### src/rtl/decode_pkg.sv
`default_nettype none
// ============================================================================
// Package  : decode_pkg
// Purpose  : Opcode/funct constants, ALU codes and stage payloads for decode_pipe.
// Revision : 1.0 - initial release
// ============================================================================
package decode_pkg;

    localparam logic [6:0] c_opc_r  = 7'b0110011;
    localparam logic [6:0] c_opc_i  = 7'b0010011;
    localparam logic [6:0] c_opc_s  = 7'b0100011;
    localparam logic [6:0] c_opc_sb = 7'b1100011;
    localparam logic [6:0] c_opc_uj = 7'b1101111;

    localparam logic [6:0] c_f7_zero = 7'h00;
    localparam logic [6:0] c_f7_alt  = 7'h20;

    typedef enum logic [3:0] {
        ALU_NOP = 4'd0,
        ALU_ADD = 4'd1,
        ALU_SUB = 4'd2,
        ALU_AND = 4'd3,
        ALU_OR  = 4'd4,
        ALU_XOR = 4'd5,
        ALU_SLL = 4'd6,
        ALU_SRL = 4'd7,
        ALU_SRA = 4'd8
    } alu_op_e;

    typedef struct packed {
        logic [3:0]  code;
        logic [31:0] imm;
        logic        use_imm;
        logic        illegal;
    } alu_grp_t;

    localparam int c_alu_grp_w = $bits(alu_grp_t);

    function automatic logic [31:0] sext12(input logic [11:0] v);
        return {{20{v[11]}}, v};
    endfunction

endpackage
`default_nettype wire

### src/rtl/delay_line.sv
`default_nettype none
// ============================================================================
// Module   : delay_line
// Purpose  : Enabled shift register of DEPTH stages with asynchronous clear.
// Revision : 1.0 - initial release
// ============================================================================
module delay_line #(
    parameter int WIDTH = 1,
    parameter int DEPTH = 1
) (
    input  logic             clk,
    input  logic             rst_n,
    input  logic             en_i,
    input  logic [WIDTH-1:0] d_i,
    output logic [WIDTH-1:0] q_o
);

    logic [WIDTH-1:0] stage_q [DEPTH];

    always_ff @(posedge clk or negedge rst_n) begin
        if (!rst_n) begin
            for (int i = 0; i < DEPTH; i++) begin
                stage_q[i] <= '0;
            end
        end else if (en_i) begin
            stage_q[0] <= d_i;
            for (int i = 1; i < DEPTH; i++) begin
                stage_q[i] <= stage_q[i-1];
            end
        end
    end

    assign q_o = stage_q[DEPTH-1];

endmodule
`default_nettype wire

### src/rtl/decode_pipe.sv
`default_nettype none
// ============================================================================
// Module   : decode_pipe
// Purpose  : RV32 R/I ALU decode with per-group latency re-timing and global stall.
// Revision : 1.0 - initial release
// ============================================================================
module decode_pipe #(
    parameter int ALU_LAT = 2,
    parameter int WB_LAT  = 3,
    parameter int REG_AW  = 5
) (
    input  logic              clk,
    input  logic              rst_n,
    input  logic              start_i,
    input  logic              stall_i,
    input  logic [31:0]       inst_i,
    output logic [REG_AW-1:0] rs1_o,
    output logic [REG_AW-1:0] rs2_o,
    output logic              read_en_o,
    output logic [3:0]        alu_code_o,
    output logic [31:0]       imm_o,
    output logic              use_imm_o,
    output logic              illegal_o,
    output logic [REG_AW-1:0] rd_o,
    output logic              wb_en_o
);

    import decode_pkg::*;

    localparam int c_wb_w = REG_AW + 1;

    logic [6:0]  w_opcode;
    logic [2:0]  w_funct3;
    logic [6:0]  w_funct7;
    logic [31:0] w_shamt;
    logic        w_legal;
    logic        w_itype;
    logic        w_en;

    logic [REG_AW-1:0] rs1_d, rs1_q;
    logic [REG_AW-1:0] rs2_d, rs2_q;
    logic              read_en_d, read_en_q;
    alu_grp_t          alu_d, alu_s1_q;
    logic [REG_AW-1:0] rd_d;
    logic              wb_en_d;
    logic [c_wb_w-1:0] wb_s1_q;

    alu_grp_t          w_alu_out;
    logic [c_wb_w-1:0] w_wb_out;

    assign w_opcode = inst_i[6:0];
    assign w_funct3 = inst_i[14:12];
    assign w_funct7 = inst_i[31:25];
    assign w_shamt  = {27'd0, inst_i[24:20]};
    assign w_en     = ~stall_i;

    // A bubble leaves every field at zero, so it can never raise illegal.
    always_comb begin
        rs1_d     = '0;
        rs2_d     = '0;
        read_en_d = 1'b0;
        alu_d     = '0;
        rd_d      = '0;
        wb_en_d   = 1'b0;
        w_legal   = 1'b0;
        w_itype   = 1'b0;
        if (start_i) begin
            read_en_d  = 1'b1;
            rs1_d[4:0] = inst_i[19:15];
            rs2_d[4:0] = inst_i[24:20];
            case (w_opcode)
                c_opc_r: begin
                    w_legal = 1'b1;
                    case ({w_funct7, w_funct3})
                        {c_f7_zero, 3'd0}: alu_d.code = ALU_ADD;
                        {c_f7_alt,  3'd0}: alu_d.code = ALU_SUB;
                        {c_f7_zero, 3'd7}: alu_d.code = ALU_AND;
                        {c_f7_zero, 3'd6}: alu_d.code = ALU_OR;
                        {c_f7_zero, 3'd4}: alu_d.code = ALU_XOR;
                        {c_f7_zero, 3'd1}: alu_d.code = ALU_SLL;
                        {c_f7_zero, 3'd5}: alu_d.code = ALU_SRL;
                        {c_f7_alt,  3'd5}: alu_d.code = ALU_SRA;
                        default:           w_legal    = 1'b0;
                    endcase
                end
                c_opc_i: begin
                    w_legal   = 1'b1;
                    w_itype   = 1'b1;
                    alu_d.imm = sext12(inst_i[31:20]);
                    case (w_funct3)
                        3'd0: alu_d.code = ALU_ADD;
                        3'd7: alu_d.code = ALU_AND;
                        3'd6: alu_d.code = ALU_OR;
                        3'd4: alu_d.code = ALU_XOR;
                        3'd1: begin
                            alu_d.imm = w_shamt;
                            if (w_funct7 == c_f7_zero) alu_d.code = ALU_SLL;
                            else                       w_legal    = 1'b0;
                        end
                        3'd5: begin
                            alu_d.imm = w_shamt;
                            if (w_funct7 == c_f7_zero)     alu_d.code = ALU_SRL;
                            else if (w_funct7 == c_f7_alt) alu_d.code = ALU_SRA;
                            else                           w_legal    = 1'b0;
                        end
                        default: w_legal = 1'b0;
                    endcase
                end
                // Store, branch and jump formats are not ALU operations here.
                c_opc_s, c_opc_sb, c_opc_uj: w_legal = 1'b0;
                default:                     w_legal = 1'b0;
            endcase

            if (w_legal) begin
                alu_d.use_imm = w_itype;
                if (w_itype) rs2_d = '0;
                if (inst_i[11:7] != 5'd0) begin
                    wb_en_d   = 1'b1;
                    rd_d[4:0] = inst_i[11:7];
                end
            end else begin
                alu_d         = '0;
                alu_d.illegal = 1'b1;
            end
        end
    end

    always_ff @(posedge clk or negedge rst_n) begin
        if (!rst_n) begin
            rs1_q     <= '0;
            rs2_q     <= '0;
            read_en_q <= 1'b0;
            alu_s1_q  <= '0;
            wb_s1_q   <= '0;
        end else if (w_en) begin
            rs1_q     <= rs1_d;
            rs2_q     <= rs2_d;
            read_en_q <= read_en_d;
            alu_s1_q  <= alu_d;
            wb_s1_q   <= {rd_d, wb_en_d};
        end
    end

    generate
        if (ALU_LAT > 1) begin : g_alu_dly
            logic [c_alu_grp_w-1:0] w_q;
            delay_line #(
                .WIDTH (c_alu_grp_w),
                .DEPTH (ALU_LAT - 1)
            ) u_alu_dly (
                .clk   (clk),
                .rst_n (rst_n),
                .en_i  (w_en),
                .d_i   (alu_s1_q),
                .q_o   (w_q)
            );
            assign w_alu_out = alu_grp_t'(w_q);
        end else begin : g_alu_direct
            assign w_alu_out = alu_s1_q;
        end

        if (WB_LAT > 1) begin : g_wb_dly
            delay_line #(
                .WIDTH (c_wb_w),
                .DEPTH (WB_LAT - 1)
            ) u_wb_dly (
                .clk   (clk),
                .rst_n (rst_n),
                .en_i  (w_en),
                .d_i   (wb_s1_q),
                .q_o   (w_wb_out)
            );
        end else begin : g_wb_direct
            assign w_wb_out = wb_s1_q;
        end
    endgenerate

    assign rs1_o      = rs1_q;
    assign rs2_o      = rs2_q;
    assign read_en_o  = read_en_q;
    assign alu_code_o = w_alu_out.code;
    assign imm_o      = w_alu_out.imm;
    assign use_imm_o  = w_alu_out.use_imm;
    assign illegal_o  = w_alu_out.illegal;
    assign rd_o       = w_wb_out[c_wb_w-1:1];
    assign wb_en_o    = w_wb_out[0];

endmodule
`default_nettype wire

### config.mk
export PLATFORM = sky130hd
export DESIGN_NAME = decode_pipe
export DESIGN_NICKNAME = d
export VERILOG_FILES = /design/src/rtl/decode_pkg.sv /design/src/rtl/delay_line.sv /design/src/rtl/decode_pipe.sv
export SDC_FILE = /design/constraint.sdc
export NUM_CORES = 1
export LEC_CHECK = 0
export CAP_MARGIN = 10
export CORE_ASPECT_RATIO = 0.5
export CORE_UTILIZATION = 30
export CTS_CLUSTER_SIZE = 16
export DETAILED_ROUTE_END_ITERATION = 10
export PLACE_DENSITY = 0.65
export RECOVER_POWER = 50
export SETUP_SLACK_MARGIN = 0.15
export SLEW_MARGIN = 0
export SYNTH_ARGS = -nofsm -noshare
export SYNTH_HDL_FRONTEND = slang
export SYNTH_SLANG_ARGS = --single-unit
export TNS_END_PERCENT = 50
### constraint.sdc
create_clock -name clk -period 2.8 [get_ports clk]
set_input_delay 0.42 -clock clk [delete_from_list [all_inputs] [get_ports clk]]
set_output_delay 0.42 -clock clk [all_outputs]
set_load 0.005 [all_outputs]
=== After elaboration in Yosys (flattened, before gate mapping) ===
Index checks and enable logic that the tools add are counted.

* Logic and storage cells: 65
* Register bits after elaboration: 105
* Bits in latches: 0
* Memory bits (read-only): 0
* Bits of input ports: 36
* Memory bits (writable): 0
* Memories kept: 0

* Mux-type cells: 32
* Bitwise operators: 0
* Equal/unequal tests: 15
* Add/subtract/negate cells: 0
* Magnitude comparators: 0
* Reduce and logical (&&, ||, !) cells: 7
* Multipliers: 0
* Divide/modulo/power cells: 0
* Shifts and indexed selects: 0

{| class="wikitable"
|+ Operators with widths
! cell !! count
|-
| $mux W32 || 2
|-
| $eq A10 B3 Y1 const B || 4
|-
| $mux W38 || 1
|-
| $mux W36 || 1
|-
| $mux W5 || 7
|-
| $pmux W4 S8 || 1
|-
| $pmux W4 S6 || 1
|-
| $eq A10 B9 Y1 const B || 2
|-
| $eq A7 B6 Y1 const B || 2
|-
| $mux W1 || 13
|-
| $eq A3 B3 Y1 const B || 4
|-
| $eq A10 B1 Y1 const B || 1
|-
| $logic_not A10 Y1 || 1
|-
| $mux W4 || 2
|-
| $pmux W4 S2 || 1
|-
| $reduce_or A8 Y1 || 1
|-
| $eq A7 B5 Y1 const B || 1
|-
| $logic_not A7 Y1 || 1
|-
| $reduce_bool A5 Y1 || 1
|-
| $reduce_or A4 Y1 || 1
|-
| $eq A3 B1 Y1 const B || 1
|-
| $logic_not A3 Y1 || 1
|-
| $mux W3 || 1
|-
| $pmux W1 S3 || 1
|-
| 2 further kinds || 2
|}

=== Depth between registers and ports, before layout ===
Gate-level depths: netlist of run 1.

* Depth in word-level cells: 8
* Gate-level depth with buffers: 7
* Gate-level depth less buffers: 5

=== Hierarchy ===
A second synthesis of run 1 with hierarchy kept.

* Cell total of the unflattened synthesis: 256
* Area total of the unflattened synthesis: 3609.7 um2

{| class="wikitable"
|+ By module, submodules not included
! module !! cells each !! area an instance (um2) !! seq. area each (um2) !! instances
|-
| decode_pipe || 145 || 1587.8 || 875.8 || 1
|-
| delay_line at g_alu_dly.u_alu_dly || 80 || 1492.7 || 950.9 || 1
|-
| delay_line at g_wb_dly.u_wb_dly || 31 || 529.3 || 300.3 || 1
|}

=== Worst setup path after synthesis of run 1 ===
No wires, ideal clock.

* Path kind: input to register
* From: input port inst_i[27]
* To: register alu_s1_q[34] (netlist name)
* Path slack: 0.861 ns
* Stages: 6
* Arrival time: 1.872 ns
* Path through: nor4_2 -> a31oi_1 -> or4_1 -> buf_6 -> a21oi_4 -> a32o_1

* Word-level cells in the longest chain between the ends: 8
* Elaborated cells on any way between the ends: 24

{| class="wikitable"
|+ Ends and longest elaborated chain
! item !! RTL line !! source
|-
| start, declared || decode_pipe.sv:16 || <nowiki>input logic [31:0] inst_i,</nowiki>
|-
| $eq A7 B6 Y1 || decode_pipe.sv:103 || <nowiki>else if (w_funct7 == c_f7_alt) alu_d.code = ALU_SRA;</nowiki>
|-
| $mux W1 || decode_pipe.sv:103 ||
|-
| $mux W1 || decode_pipe.sv:102 || <nowiki>if (w_funct7 == c_f7_zero) alu_d.code = ALU_SRL;</nowiki>
|-
| $pmux W1 S3 || decode_pipe.sv:90 || <nowiki>case (w_funct3)</nowiki>
|-
| $pmux W1 S2 || decode_pipe.sv:71 || <nowiki>case (w_opcode)</nowiki>
|-
| $mux W1 || decode_pipe.sv:67 || <nowiki>if (start_i) begin</nowiki>
|-
| $mux W36 (*) || decode_pipe.sv:114 || <nowiki>if (w_legal) begin</nowiki>
|-
| $mux W38 (*) || decode_pipe.sv:67 ||
|-
| end signal, assigned || decode_pipe.sv:139 || <nowiki>alu_s1_q <= alu_d;</nowiki>
|-
| end, declared || decode_pipe.sv:43 || <nowiki>alu_grp_t alu_d, alu_s1_q;</nowiki>
|}

Mark *: on every way between the ends. The rest lies on a longest branch, timed or not. The select of a mux whose other input is x is not followed.
A chain may end at the register's enable or synchronous reset.

=== Worst setup path after layout of run 1 ===
Same ends and word-level chain as after synthesis.

==> results.txt, run 1 <==
----------------------------------------------------
[Die]
  Horizontal die dimension ... 139 µm
  Full die area ... 9760 µm²
  Initial cell density of the core ... 0.316
  Total I/O pin count ... 91
  Std-Cell Rows ... 24
  Height of the die ... 70.4 µm
  Core area ... 8890 µm²

[Logic synthesis]
  Distinct cell type count after synthesis ... 31
  Sequential share of the synthesized area ... 0.580
  Post-synthesis instance area ... 2810 µm²
  Number of enable-type register cells in the synthesized netlist ... 0
  Total of warnings raised by yosys ... 0
  Post-synth net total ... 252
  Portion of synthesized cell area occupied by the leading cell type ... 0.580
  Cell types with the largest area share after synthesis ... sky130_fd_sc_hd__dfrtp_1 (58%), sky130_fd_sc_hd__mux2_2 (12%), sky130_fd_sc_hd__buf_4 (6.7%), sky130_fd_sc_hd__a32o_1 (5.4%), sky130_fd_sc_hd__a22o_1 (4.4%)
  Cell type with the highest aggregate area in the netlist ... sky130_fd_sc_hd__dfrtp_1
  Share of synthesized flip-flops with an asynchronous set or reset ... 1.00
  Syn_area_per_cell ... 13.0 µm²
  Register bit total from synthesis ... 65
  Top_reg_cell synth ... sky130_fd_sc_hd__dfrtp_1
  Syn Inst Count ... 216

[Worst setup path]
  List of cells traversed by the critical path ... clkdlybuf4s50_1 -> nor4_2 -> nand2_1 -> or4_4 -> a21oi_4 -> a32o_1
  Type of the worst setup path ... in2reg
  Library cell contributing the largest single delay on the critical path ... sky130_fd_sc_hd__or4_4
  Critical path required time ... 3.04 ns
  Data arrival time of the worst path ... 2.56 ns
  Number of buffers and inverters on the critical path ... 1
  Cell family with most CP delay ... simple AND/OR/NAND/NOR gates
  Crit-path max cell delay ... 0.58 ns
  Critical path peak fanout ... 10
  Launching element type of the critical path ... primary input
  Critical Path Sink Type ... flip-flop

[Pwr]
  Power per cell area ... 601 nW/µm²
  Total power consumption of the routed design ... 2.40 mW
  Leak Pwr ... 1.75 nW
  Comb pwr share ... 0.075
  Switching fraction of total power ... 0.198
  Clock share of power ... 0.521
  Internal power ... 1.92 mW
  Worst voltage drop across the vdd grid ... 271 µV
  Switch Pwr ... 473 µW
  Reg power frac ... 0.404

[Finish]
  Filler instances ... 822
  Ant. Diodes ... 0
  Sequential Area ... 1630 µm²
  Post-Layout Inst Area ... 3980 µm²
  Fraction of layout instances using a drive strength above 1 ... 0.188
  Area overhead of the layout relative to synthesis ... 42.0%
  Multi-input gate area in the final layout ... 938 µm²
  Final Net Count ... 324

[Timing]
  Final worst clock skew ... 0.00187 ns
  Worst Slack Setup Final ... 0.488 ns
  RSZ-0062 raised after global routing ... no
  Final TNS setup ... 0 ns
  Count of pins over their slew limit ... 71
  Achievable Freq ... 0.433 GHz
  Period Utilization, post-route ... 0.826
  Final setup vio count ... 0
  Final hold violations ... 0
  Slew headroom ... -0.00171
  Transition time of the tightest slew-check pin ... 1.50 ns
  Worst-case hold slack ... 0.246 ns
  Clock period minus final worst setup slack ... 2.31 ns

[Clock tree]
  Count of instances resized after the clock tree is built ... 0
  Clock tree from TritonCTS ... built
  CTS clock-pin slew for the worst setup and hold paths ... 0.05 ns
  Insertion delay to the later sink of the worst-skew pair ... 0.32 ns
  Clk Tree Root Cell ... sky130_fd_sc_hd__clkbuf_16
  Buffer count from post-CTS setup fixing ... 0
  CTS Buffer Depth ... 2
  Num Clock Sinks ... 65
  Level count of the clock H-tree ... 3
  Number of CTS-inserted buffers ... 9
  # hold bufs at CTS ... 0

[Detailed routing]
  Detailed Route WL ... 6.19 mm
  DRT antenna net count ... 0
  Vias after detailed routing ... 1990
  Remaining design rule violation count ... 5
  Ratio of routed vias to standard cells ... 4.85
  Post-DR wirelength/cell ... 15.1 µm
  First-pass detailed-route iteration total ... 8
  Drt first-iter violations ... 139

[Outcome]
  Result of the run ... finished, violations left
  Violated checks ... DRC, capacitance limit, slew limit

[Run]
  # Max-Cap Violations ... 1

[GRT]
  Global-route wire length before repair ... 10.2 mm
  Pin count of the biggest net entering global routing ... 72
  Gr ovfl total ... 0
  Total routing usage reported by global routing ... 0.136
  Number of global-route vias before repair ... 2064
  Antenna violations before repair ... 0

[Placement]
  Number of port buffers ... 90
  Routability congestion estimate from global placement ... 0.876
  Post-Place Worst Slack ... 0.153 ns
  Placement Cell Area ... 3670 µm²
  HPWL reported at the end of detailed placement ... 4.47 mm

[Worst hold path]
  HP Class ... in2async

----------------------------------------------------
worst paths after layout:
kind | startpoint | endpoint | slack [ns] | cells after the start
min | rst_n | rs1_o[2]$_DFFE_PN0N_ | 0.25 | 1
min reg2reg | alu_s1_q[3]$_DFFE_PN0N_ | alu_s1_q[3]$_DFFE_PN0N_ | 0.49 | 1
max reg2reg | g_alu_dly.u_alu_dly.q_o[33]$_DFFE_PN0N_ | g_alu_dly.u_alu_dly.q_o[33]$_DFFE_PN0N_ | 1.77 | 1
max | inst_i[27] | alu_s1_q[34]$_DFFE_PN0N_ | 0.49 | 6
max in group asynchronous | rst_n | alu_s1_q[36]$_DFFE_PN0N_ | 0.71 | 2
min in group clk | alu_s1_q[3]$_DFFE_PN0N_ | alu_s1_q[3]$_DFFE_PN0N_ | 0.49 | 1
synth_stat cells, drive strengths merged, types with 2 or more instances:
cell type  instances
dfrtp             65
a22o              15
o21ai              6
nor2               5
nor3               2
buf               26
mux2              30
nor2b              3
or4                2
nand2             16
clkbuf            10
o22ai              2
nand2b             5
a32o              15
nor4               2
per-stage QoR:
step / std cells / util
6_report: 410 / 0.448
3_5_place_dp: 394 / 0.413
2_1_floorplan: 216 / -
3_3_place_gp: 394 / 0.413
5_1_grt: 410 / 0.448
4_1_cts: 410 / 0.451
per-layer routing:
| layer | up-vias | GRT usage | part of all wire |
|---|---|---|---|
| li1 | 914 | - | - |
| met1 | 988 | 0.155 | 0.42 |
| met2 | 72 | 0.231 | 0.50 |
| met3 | 16 | 0.0460 | 0.052 |
| met4 | 0 | 0.0679 | 0.025 |
| met5 | - | 0 | 0 |
area by class of cell:
type	count	area share
inverter	1	0.000943
timing repair buffer	97	0.234
sequential	65	0.408
tap	117	0.0368
multi-input combinational	114	0.236
clock inverter	5	0.0261
clock buffer	11	0.0584
layout by cell type (no fill, tap or decap), types with 2 or more instances in the layout:
master,instances
sky130_fd_sc_hd__a22o_1,14
sky130_fd_sc_hd__o22ai_1,2
sky130_fd_sc_hd__nor2_1,5
sky130_fd_sc_hd__mux2_2,30
sky130_fd_sc_hd__nor2b_1,3
sky130_fd_sc_hd__a32o_1,15
sky130_fd_sc_hd__o21ai_0,6
sky130_fd_sc_hd__nand2_1,16
sky130_fd_sc_hd__nand2b_1,5
sky130_fd_sc_hd__dfrtp_1,65
sky130_fd_sc_hd__nor3_1,2
sky130_fd_sc_hd__clkdlybuf4s50_1,87
sky130_fd_sc_hd__clkbuf_1,6
sky130_fd_sc_hd__buf_4,4
sky130_fd_sc_hd__clkbuf_16,9
sky130_fd_sc_hd__bufinv_16,3
power by group through the flow:
stage / combinational (mW) / sequential, mW / clock (mW)
after detailed placement: 0.185 / 0.983 / 0
after floorplan: 0.0580 / 0.983 / 0
final: 0.179 / 0.967 / 1.25
after CTS: 0.185 / 0.967 / 1.28
after global placement: 0.179 / 0.983 / 0
after global routing: 0.195 / 0.969 / 1.33
cells by family after synthesis:
group | Yosys count | synth area share
flops | 65 | 0.580
compound gates | 43 | 0.133
simple gates | 40 | 0.0781
buf+inv | 37 | 0.0856
mux | 30 | 0.120
xor+xnor | 1 | 0.00312
registers in the layout, indices dropped and copies added, names as in the netlist:
signal,count
g_wb_dly.u_wb_dly.q_o,6
rs1_o,5
alu_s1_q,18
g_wb_dly.u_wb_dly.stage_q,6
wb_s1_q,6
rs2_o,5
g_alu_dly.u_alu_dly.q_o,18
read_en_o,1
Note: power is estimated with default switching activity, not from simulation.
==> run 2, diff against run 1 <==
PLACE_DENSITY = 0.67   (was 0.65)
clock period = 2.1 ns   (was 2.8 ns; I/O delays follow)
==> run 2 against run 1 <==
The run still ends with DRC, capacitance limit, slew limit left. Critical path type unchanged. Sequential power up 33%. Register-to-register slack got worse by 0.62 ns. Critical endpoint is now g_alu_dly.u_alu_dly.q_o[7]$_DFFE_PN0N_. Hold slack improved by 0.12 ns. Largest power group unchanged.
==> results.txt, run 2 (synthesis results as in run 1) <==
----------------------------------------------------
[Outcome]
  Result of the run ... finished, violations left (unchanged)
  Violated checks ... DRC, capacitance limit, slew limit (unchanged)

[Timing]
  Slew headroom ... -0.0378 (was -0.00171)
  Achievable Freq ... 0.535 GHz
  RSZ-0062 raised after global routing ... no (unchanged)
  Final setup vio count ... 0 (unchanged)
  Period Utilization, post-route ... 0.890
  Transition time of the tightest slew-check pin ... 1.56 ns (was 1.50 ns)
  Worst-case hold slack ... 0.367 ns (was 0.246 ns)
  Final TNS setup ... 0 ns (unchanged)
  Final worst clock skew ... 0.00401 ns (was 0.00187 ns)
  Final hold violations ... 0 (unchanged)
  Clock period minus final worst setup slack ... 1.87 ns
  Count of pins over their slew limit ... 28 (was 71)

[Detailed routing]
  Ratio of routed vias to standard cells ... 4.72 (was 4.85)
  Post-DR wirelength/cell ... 15.0 µm (was 15.1 µm)
  Remaining design rule violation count ... 6 (was 5)
  DRT antenna net count ... 0 (unchanged)
  First-pass detailed-route iteration total ... 9 (was 8)
  Drt first-iter violations ... 154 (was 139)
  Detailed Route WL ... 6.37 mm (was 6.19 mm)
  Vias after detailed routing ... 2008 (was 1990)

[Finish]
  Share of the core filled with cells in the final layout ... 0.464 (was 0.448)
  Filler instances ... 797 (was 822)
  Commonest cells after routing, fill and taps aside ... sky130_fd_sc_hd__clkdlybuf4s50_1 (84), sky130_fd_sc_hd__dfrtp_1 (64), sky130_fd_sc_hd__mux2_2 (30) (was sky130_fd_sc_hd__clkdlybuf4s50_1 (87), sky130_fd_sc_hd__dfrtp_1 (65), sky130_fd_sc_hd__mux2_2 (30))
  Ant. Diodes ... 0 (unchanged)
  Final Net Count ... 339 (was 324)
  Fraction of layout instances using a drive strength above 1 ... 0.244 (was 0.188)
  Area overhead of the layout relative to synthesis ... 47.0% (was 42.0%)
  Most frequent standard cell in the layout excluding fill and tap cells ... sky130_fd_sc_hd__clkdlybuf4s50_1 (unchanged)

[Worst setup path]
  Critical Path Sink Type ... flip-flop (unchanged)
  Data arrival time of the worst path ... 2.07 ns (was 2.56 ns)
  Launching element type of the critical path ... primary input (unchanged)
  Critical path peak fanout ... 47 (was 10)
  Type of the worst setup path ... in2reg (unchanged)
  Critical path required time ... 2.30 ns (was 3.04 ns)

[GRT]
  Pin count of the biggest net entering global routing ... 48 (was 72)
  Antenna violations before repair ... 0 (unchanged)
  Number of global-route vias before repair ... 2006 (was 2064)
  Global-route wire length before repair ... 10.3 mm (was 10.2 mm)
  Gr ovfl total ... 0 (unchanged)
  Total routing usage reported by global routing ... 0.137 (was 0.136)

[Placement]
  Routability congestion estimate from global placement ... 0.822 (was 0.876)
  Number of port buffers ... 90 (unchanged)
  HPWL reported at the end of detailed placement ... 4.64 mm (was 4.47 mm)

[Pwr]
  Switching fraction of total power ... 0.212 (was 0.198)
  Leak Pwr ... 1.84 nW (was 1.75 nW)
  Reg power frac ... 0.408 (was 0.404)
  Internal power ... 2.49 mW (was 1.92 mW)
  Clock share of power ... 0.512 (was 0.521)
  Power per cell area ... 766 nW/µm² (was 601 nW/µm²)
  Worst voltage drop across the vdd grid ... 416 µV (was 271 µV)
  Comb pwr share ... 0.080 (was 0.075)
  Switch Pwr ... 670 µW (was 473 µW)

[Clock tree]
  Buffer count from post-CTS setup fixing ... 0 (unchanged)
  Number of CTS-inserted buffers ... 9 (unchanged)
  # hold bufs at CTS ... 0 (unchanged)
  CTS Buffer Depth ... 2 (unchanged)
  Clock tree from TritonCTS ... built (unchanged)
  Level count of the clock H-tree ... 3 (unchanged)
  Clk Tree Root Cell ... sky130_fd_sc_hd__clkbuf_16 (unchanged)
  Insertion delay to the later sink of the worst-skew pair ... 0.32 ns (about the same)
  Num Clock Sinks ... 65 (unchanged)
  CTS clock-pin slew for the worst setup and hold paths ... 0.05 ns (about the same)

[Run]
  # Max-Cap Violations ... 1 (unchanged)

[Die]
  Initial cell density of the core ... 0.316 (unchanged)
  Core area ... 8890 µm² (unchanged)
  Horizontal die dimension ... 139 µm (unchanged)
  Height of the die ... 70.4 µm (unchanged)
  Total I/O pin count ... 91 (unchanged)
  Full die area ... 9760 µm² (unchanged)
  Std-Cell Rows ... 24 (unchanged)

[Worst hold path]
  HP Class ... in2async (unchanged)

----------------------------------------------------
## run 2: changes by cell type in the layout (fill, tap and decap cells not counted), sizes merged
cell	previous run	this run
buf	4	20
bufinv	3	2
clkbuf	16	14
clkdlybuf4s50	87	84
clkinvlp	0	1
dlygate4sd2	0	3
dlygate4sd3	1	0
dlymetal6s2s	0	1
inv	1	2
## run 2: cell type report
type | instances | area, µm² | area share
Multi-Input combinational cell | 114 | 951 | 0.231
Inverter | 1 | 3.75 | 0.000910
Sequential cell | 65 | 1630 | 0.395
Clock buffer | 10 | 239 | 0.0579
Tap cell | 117 | 146 | 0.0355
Timing Repair Buffer | 112 | 1070 | 0.258
Clock inverter | 6 | 90.1 | 0.0218
## run 2: routing by layer
layer,wire length (µm),track usage,up-vias,share of wire
met5,0,0,-,0
met4,34,0.0519,0,0.0053
met3,228,0.0357,4,0.036
met2,3390,0.249,53,0.53
met1,2720,0.157,1006,0.43
li1,-,-,945,-
## run 2: worst paths after layout
path	start	to	slack [ns]	depth (start not counted)
setup reg to reg	g_alu_dly.u_alu_dly.q_o[33]$_DFFE_PN0N_	g_alu_dly.u_alu_dly.q_o[33]$_DFFE_PN0N_	1.15	1
max in group asynchronous	rst_n	alu_s1_q[6]$_DFFE_PN0N_	0.82	1
min in group clk	inst_i[25]	alu_s1_q[7]$_DFFE_PN0N_	0.44	2
hold reg to reg	alu_s1_q[6]$_DFFE_PN0N_	alu_s1_q[6]$_DFFE_PN0N_	0.49	1
hold / removal	rst_n	g_alu_dly.u_alu_dly.q_o[1]$_DFFE_PN0N_	0.37	1
setup / recovery	stall_i	g_alu_dly.u_alu_dly.q_o[7]$_DFFE_PN0N_	0.23	3
## run 2: worst max-delay path, cell delays in order
cell and delay, ns:
sky130_fd_sc_hd__clkbuf_1 0.45, sky130_fd_sc_hd__clkbuf_2 0.87, sky130_fd_sc_hd__mux2_2 0.42
## run 2: power groups by stage
stage | registers [mW] | logic (mW) | clock network, mW
after detailed placement | 1.31 | 0.260 | 0
after global placement | 1.31 | 0.255 | 0
after CTS | 1.29 | 0.261 | 1.66
final | 1.29 | 0.252 | 1.62
after global routing | 1.29 | 0.275 | 1.72
after floorplan | 1.31 | 0.0773 | 0
## run 2: through the flow
| step | setup WS, ns | area [µm²] | std cells | total power, mW |
|---|---|---|---|---|
| CTS | 0.195 | 4140 | 425 | 3.21 |
| floorplan | 0.266 | 2810 | 216 | 1.39 |
| global placement | -0.334 | 3800 | 409 | 1.57 |
| finish | 0.230 | 4120 | 425 | 3.16 |
| detailed placement | -0.365 | 3800 | 409 | 1.57 |
| global route | 0.0940 | 4120 | 425 | 3.29 |
## run 2: timing repair
action	CTS	global route
endpoints found under the setup margin	37	10
gates resized for setup	6	3
pin swaps	3	3
==> run 3, diff against run 2 <==
CAP_MARGIN = not set   (was 10)
REMOVE_ABC_BUFFERS = 1   (was not set)
==> run 3 against run 2 <==
The run still ends with DRC, capacitance limit, slew limit left. Via count is 0.80% higher. Non-clock buffer count stayed put. Count of clock-buffer cells in the layout stayed put. Setup slack worse by 0.025 ns. Cell count stayed put. Cell area is 0.27% lower. Critical endpoint is now alu_s1_q[37]$_DFFE_PN0N_.
==> results.txt, run 3 (synthesis results as in run 1) <==
----------------------------------------------------
[Outcome]
  Result of the run ... finished, violations left (unchanged)
  Violated checks ... DRC, capacitance limit, slew limit (unchanged)

[Placement]
  Placement Cell Area ... 3780 µm² (was 3800 µm²)
  HPWL reported at the end of detailed placement ... 4.66 mm (was 4.64 mm)
  Routability congestion estimate from global placement ... 0.786 (was 0.822)
  Number of port buffers ... 90 (unchanged)

[Finish]
  Final Net Count ... 339 (unchanged)
  Sequential Area ... 1630 µm² (unchanged)
  Commonest cells after routing, fill and taps aside ... sky130_fd_sc_hd__clkdlybuf4s50_1 (84), sky130_fd_sc_hd__dfrtp_1 (64), sky130_fd_sc_hd__mux2_2 (30) (unchanged)
  Most frequent standard cell in the layout excluding fill and tap cells ... sky130_fd_sc_hd__clkdlybuf4s50_1 (unchanged)
  Post-Layout Inst Area ... 4110 µm² (was 4120 µm²)
  Multi-input gate area in the final layout ... 957 µm² (was 951 µm²)
  Fraction of layout instances using a drive strength above 1 ... 0.247 (was 0.244)
  Area overhead of the layout relative to synthesis ... 46.6% (was 47.0%)
  Filler instances ... 778 (was 797)
  Ant. Diodes ... 0 (unchanged)

[Timing]
  Final worst clock skew ... 0.00371 ns (was 0.00401 ns)
  Slew headroom ... -0.0367 (was -0.0378)
  Transition time of the tightest slew-check pin ... 1.56 ns (about the same)
  Final hold violations ... 0 (unchanged)
  Period Utilization, post-route ... 0.902 (was 0.890)
  Count of pins over their slew limit ... 66 (was 28)
  Final TNS setup ... 0 ns (unchanged)
  Final setup vio count ... 0 (unchanged)
  Clock period minus final worst setup slack ... 1.90 ns (was 1.87 ns)
  RSZ-0062 raised after global routing ... no (unchanged)
  Achievable Freq ... 0.528 GHz (was 0.535 GHz)

[Clock tree]
  Clock tree from TritonCTS ... built (unchanged)
  Clk Tree Root Cell ... sky130_fd_sc_hd__clkbuf_16 (unchanged)
  Num Clock Sinks ... 65 (unchanged)
  CTS Buffer Depth ... 2 (unchanged)
  # hold bufs at CTS ... 0 (unchanged)
  Level count of the clock H-tree ... 3 (unchanged)
  Number of CTS-inserted buffers ... 9 (unchanged)
  CTS clock-pin slew for the worst setup and hold paths ... 0.05 ns (about the same)
  Insertion delay to the later sink of the worst-skew pair ... 0.33 ns (was 0.32 ns)

[Detailed routing]
  First-pass detailed-route iteration total ... 9 (unchanged)
  Ratio of routed vias to standard cells ... 4.76 (was 4.72)
  Remaining design rule violation count ... 2 (was 6)
  Vias after detailed routing ... 2024 (was 2008)
  DRT antenna net count ... 0 (unchanged)
  Drt first-iter violations ... 150 (was 154)
  Post-DR wirelength/cell ... 15.6 µm (was 15.0 µm)
  Detailed Route WL ... 6.64 mm (was 6.37 mm)

[Pwr]
  Leak Pwr ... 1.84 nW (about the same)
  Power per cell area ... 761 nW/µm² (was 766 nW/µm²)
  Worst voltage drop across the vdd grid ... 407 µV (was 416 µV)

[Worst setup path]
  Data arrival time of the worst path ... 2.15 ns (was 2.07 ns)
  Logic depth of the worst path, buffers included ... 8 (was 3)
  CP startpoint ... inst_i[14] (was stall_i)
  Crit-path max cell delay ... 0.45 ns (was 0.87 ns)
  Critical path required time ... 2.35 ns (was 2.30 ns)
  Launching element type of the critical path ... primary input (unchanged)
  Cell family with most CP delay ... buffers and inverters (unchanged)
  Critical path peak fanout ... 10 (was 47)
  Number of buffers and inverters on the critical path ... 3 (was 2)
  List of cells traversed by the critical path ... clkdlybuf4s50_1 -> buf_4 -> xor2_1 -> o22a_1 -> or4_4 -> a21oi_4 -> buf_12 -> a32o_1 (was clkbuf_1 -> clkbuf_2 -> mux2_2)
  Launching point of the worst reg2reg path ... g_alu_dly.u_alu_dly.q_o[33]$_DFFE_PN0N_ (unchanged)
  Library cell contributing the largest single delay on the critical path ... sky130_fd_sc_hd__or4_4 (was sky130_fd_sc_hd__clkbuf_2)
  Critical Path Sink Type ... flip-flop (unchanged)
  Worst Reg-to-Reg Cells ... 1 (unchanged)
  Type of the worst setup path ... in2reg (unchanged)

[GRT]
  Pin count of the biggest net entering global routing ... 66 (was 48)
  Number of global-route vias before repair ... 2183 (was 2006)
  Antenna violations before repair ... 0 (unchanged)
  Global-route wire length before repair ... 11.0 mm (was 10.3 mm)
  Total routing usage reported by global routing ... 0.145 (was 0.137)
  Gr ovfl total ... 0 (unchanged)

[Die]
  Initial cell density of the core ... 0.316 (unchanged)
  Total I/O pin count ... 91 (unchanged)
  Height of the die ... 70.4 µm (unchanged)
  Core area ... 8890 µm² (unchanged)
  Std-Cell Rows ... 24 (unchanged)
  Horizontal die dimension ... 139 µm (unchanged)
  Full die area ... 9760 µm² (unchanged)

[Run]
  # Max-Cap Violations ... 1 (unchanged)

[Worst hold path]
  HP Class ... in2reg (was in2async)
  Cell depth of the worst min-delay path ... 2
  Hold path start ... inst_i[27]

----------------------------------------------------
==> run 3: cell count changes in the layout (fill, tap and decap cells not counted), sizes merged <==
cell / previous run / this run
clkinv: 2 / 3
clkinvlp: 1 / 0
==> run 3: routing by layer <==
metal / routed length (µm) / track usage
met5: 0 / 0
met4: 69 / 0.0519
met3: 235 / 0.0480
met2: 3620 / 0.266
met1: 2710 / 0.158
==> run 3: final timing paths <==
path / end / slack, ns
worst max-delay path: alu_s1_q[37]$_DFFE_PN0N_ / 0.20
worst min-delay path: alu_s1_q[9]$_DFFE_PN0N_ / 0.34
worst max register to register: g_alu_dly.u_alu_dly.q_o[33]$_DFFE_PN0N_ / 1.15
worst min register to register: read_en_o$_DFFE_PN0N_ / 0.48
max in group asynchronous: g_alu_dly.u_alu_dly.q_o[33]$_DFFE_PN0N_ / 0.62
min in group asynchronous: rs1_o[4]$_DFFE_PN0N_ / 0.47
==> run 3: power breakdown <==
group / switching, mW / internal [mW]
Combinational: 0.114 / 0.139
Sequential: 0.0134 / 1.28
Clock: 0.542 / 1.04
==> run 3: timing repair <==
action,4_1_cts,5_1_grt
gates resized for setup,6,2
pin swaps,3,1
setup endpoints to repair,37,10
buffers inserted,1,0
==> run 3: cell type report <==
cell class,count,share of cell area
clock buffer,10,0.0557
sequential,65,0.396
clock inverter,6,0.0222
tap,117,0.0356
multi-input combinational,114,0.233
timing repair buffer,112,0.257
inverter,1,0.000913
==> run 3: metrics by stage <==
step / worst slack (ns) / utilization / power, mW / hold WS, ns / std cells
6_report: 0.205 / 0.463 / 3.13 / 0.342 / 425
5_1_grt: 0.168 / 0.463 / 3.24 / 0.352 / 425
4_1_cts: 0.192 / 0.464 / 3.16 / 0.0137 / 425
3_5_place_dp: -0.400 / 0.425 / 1.57 / 0.355 / 408
3_3_place_gp: -0.303 / 0.425 / 1.56 / 0.346 / 408
2_1_floorplan: 0.236 / - / 1.37 / 0.0194 / 180
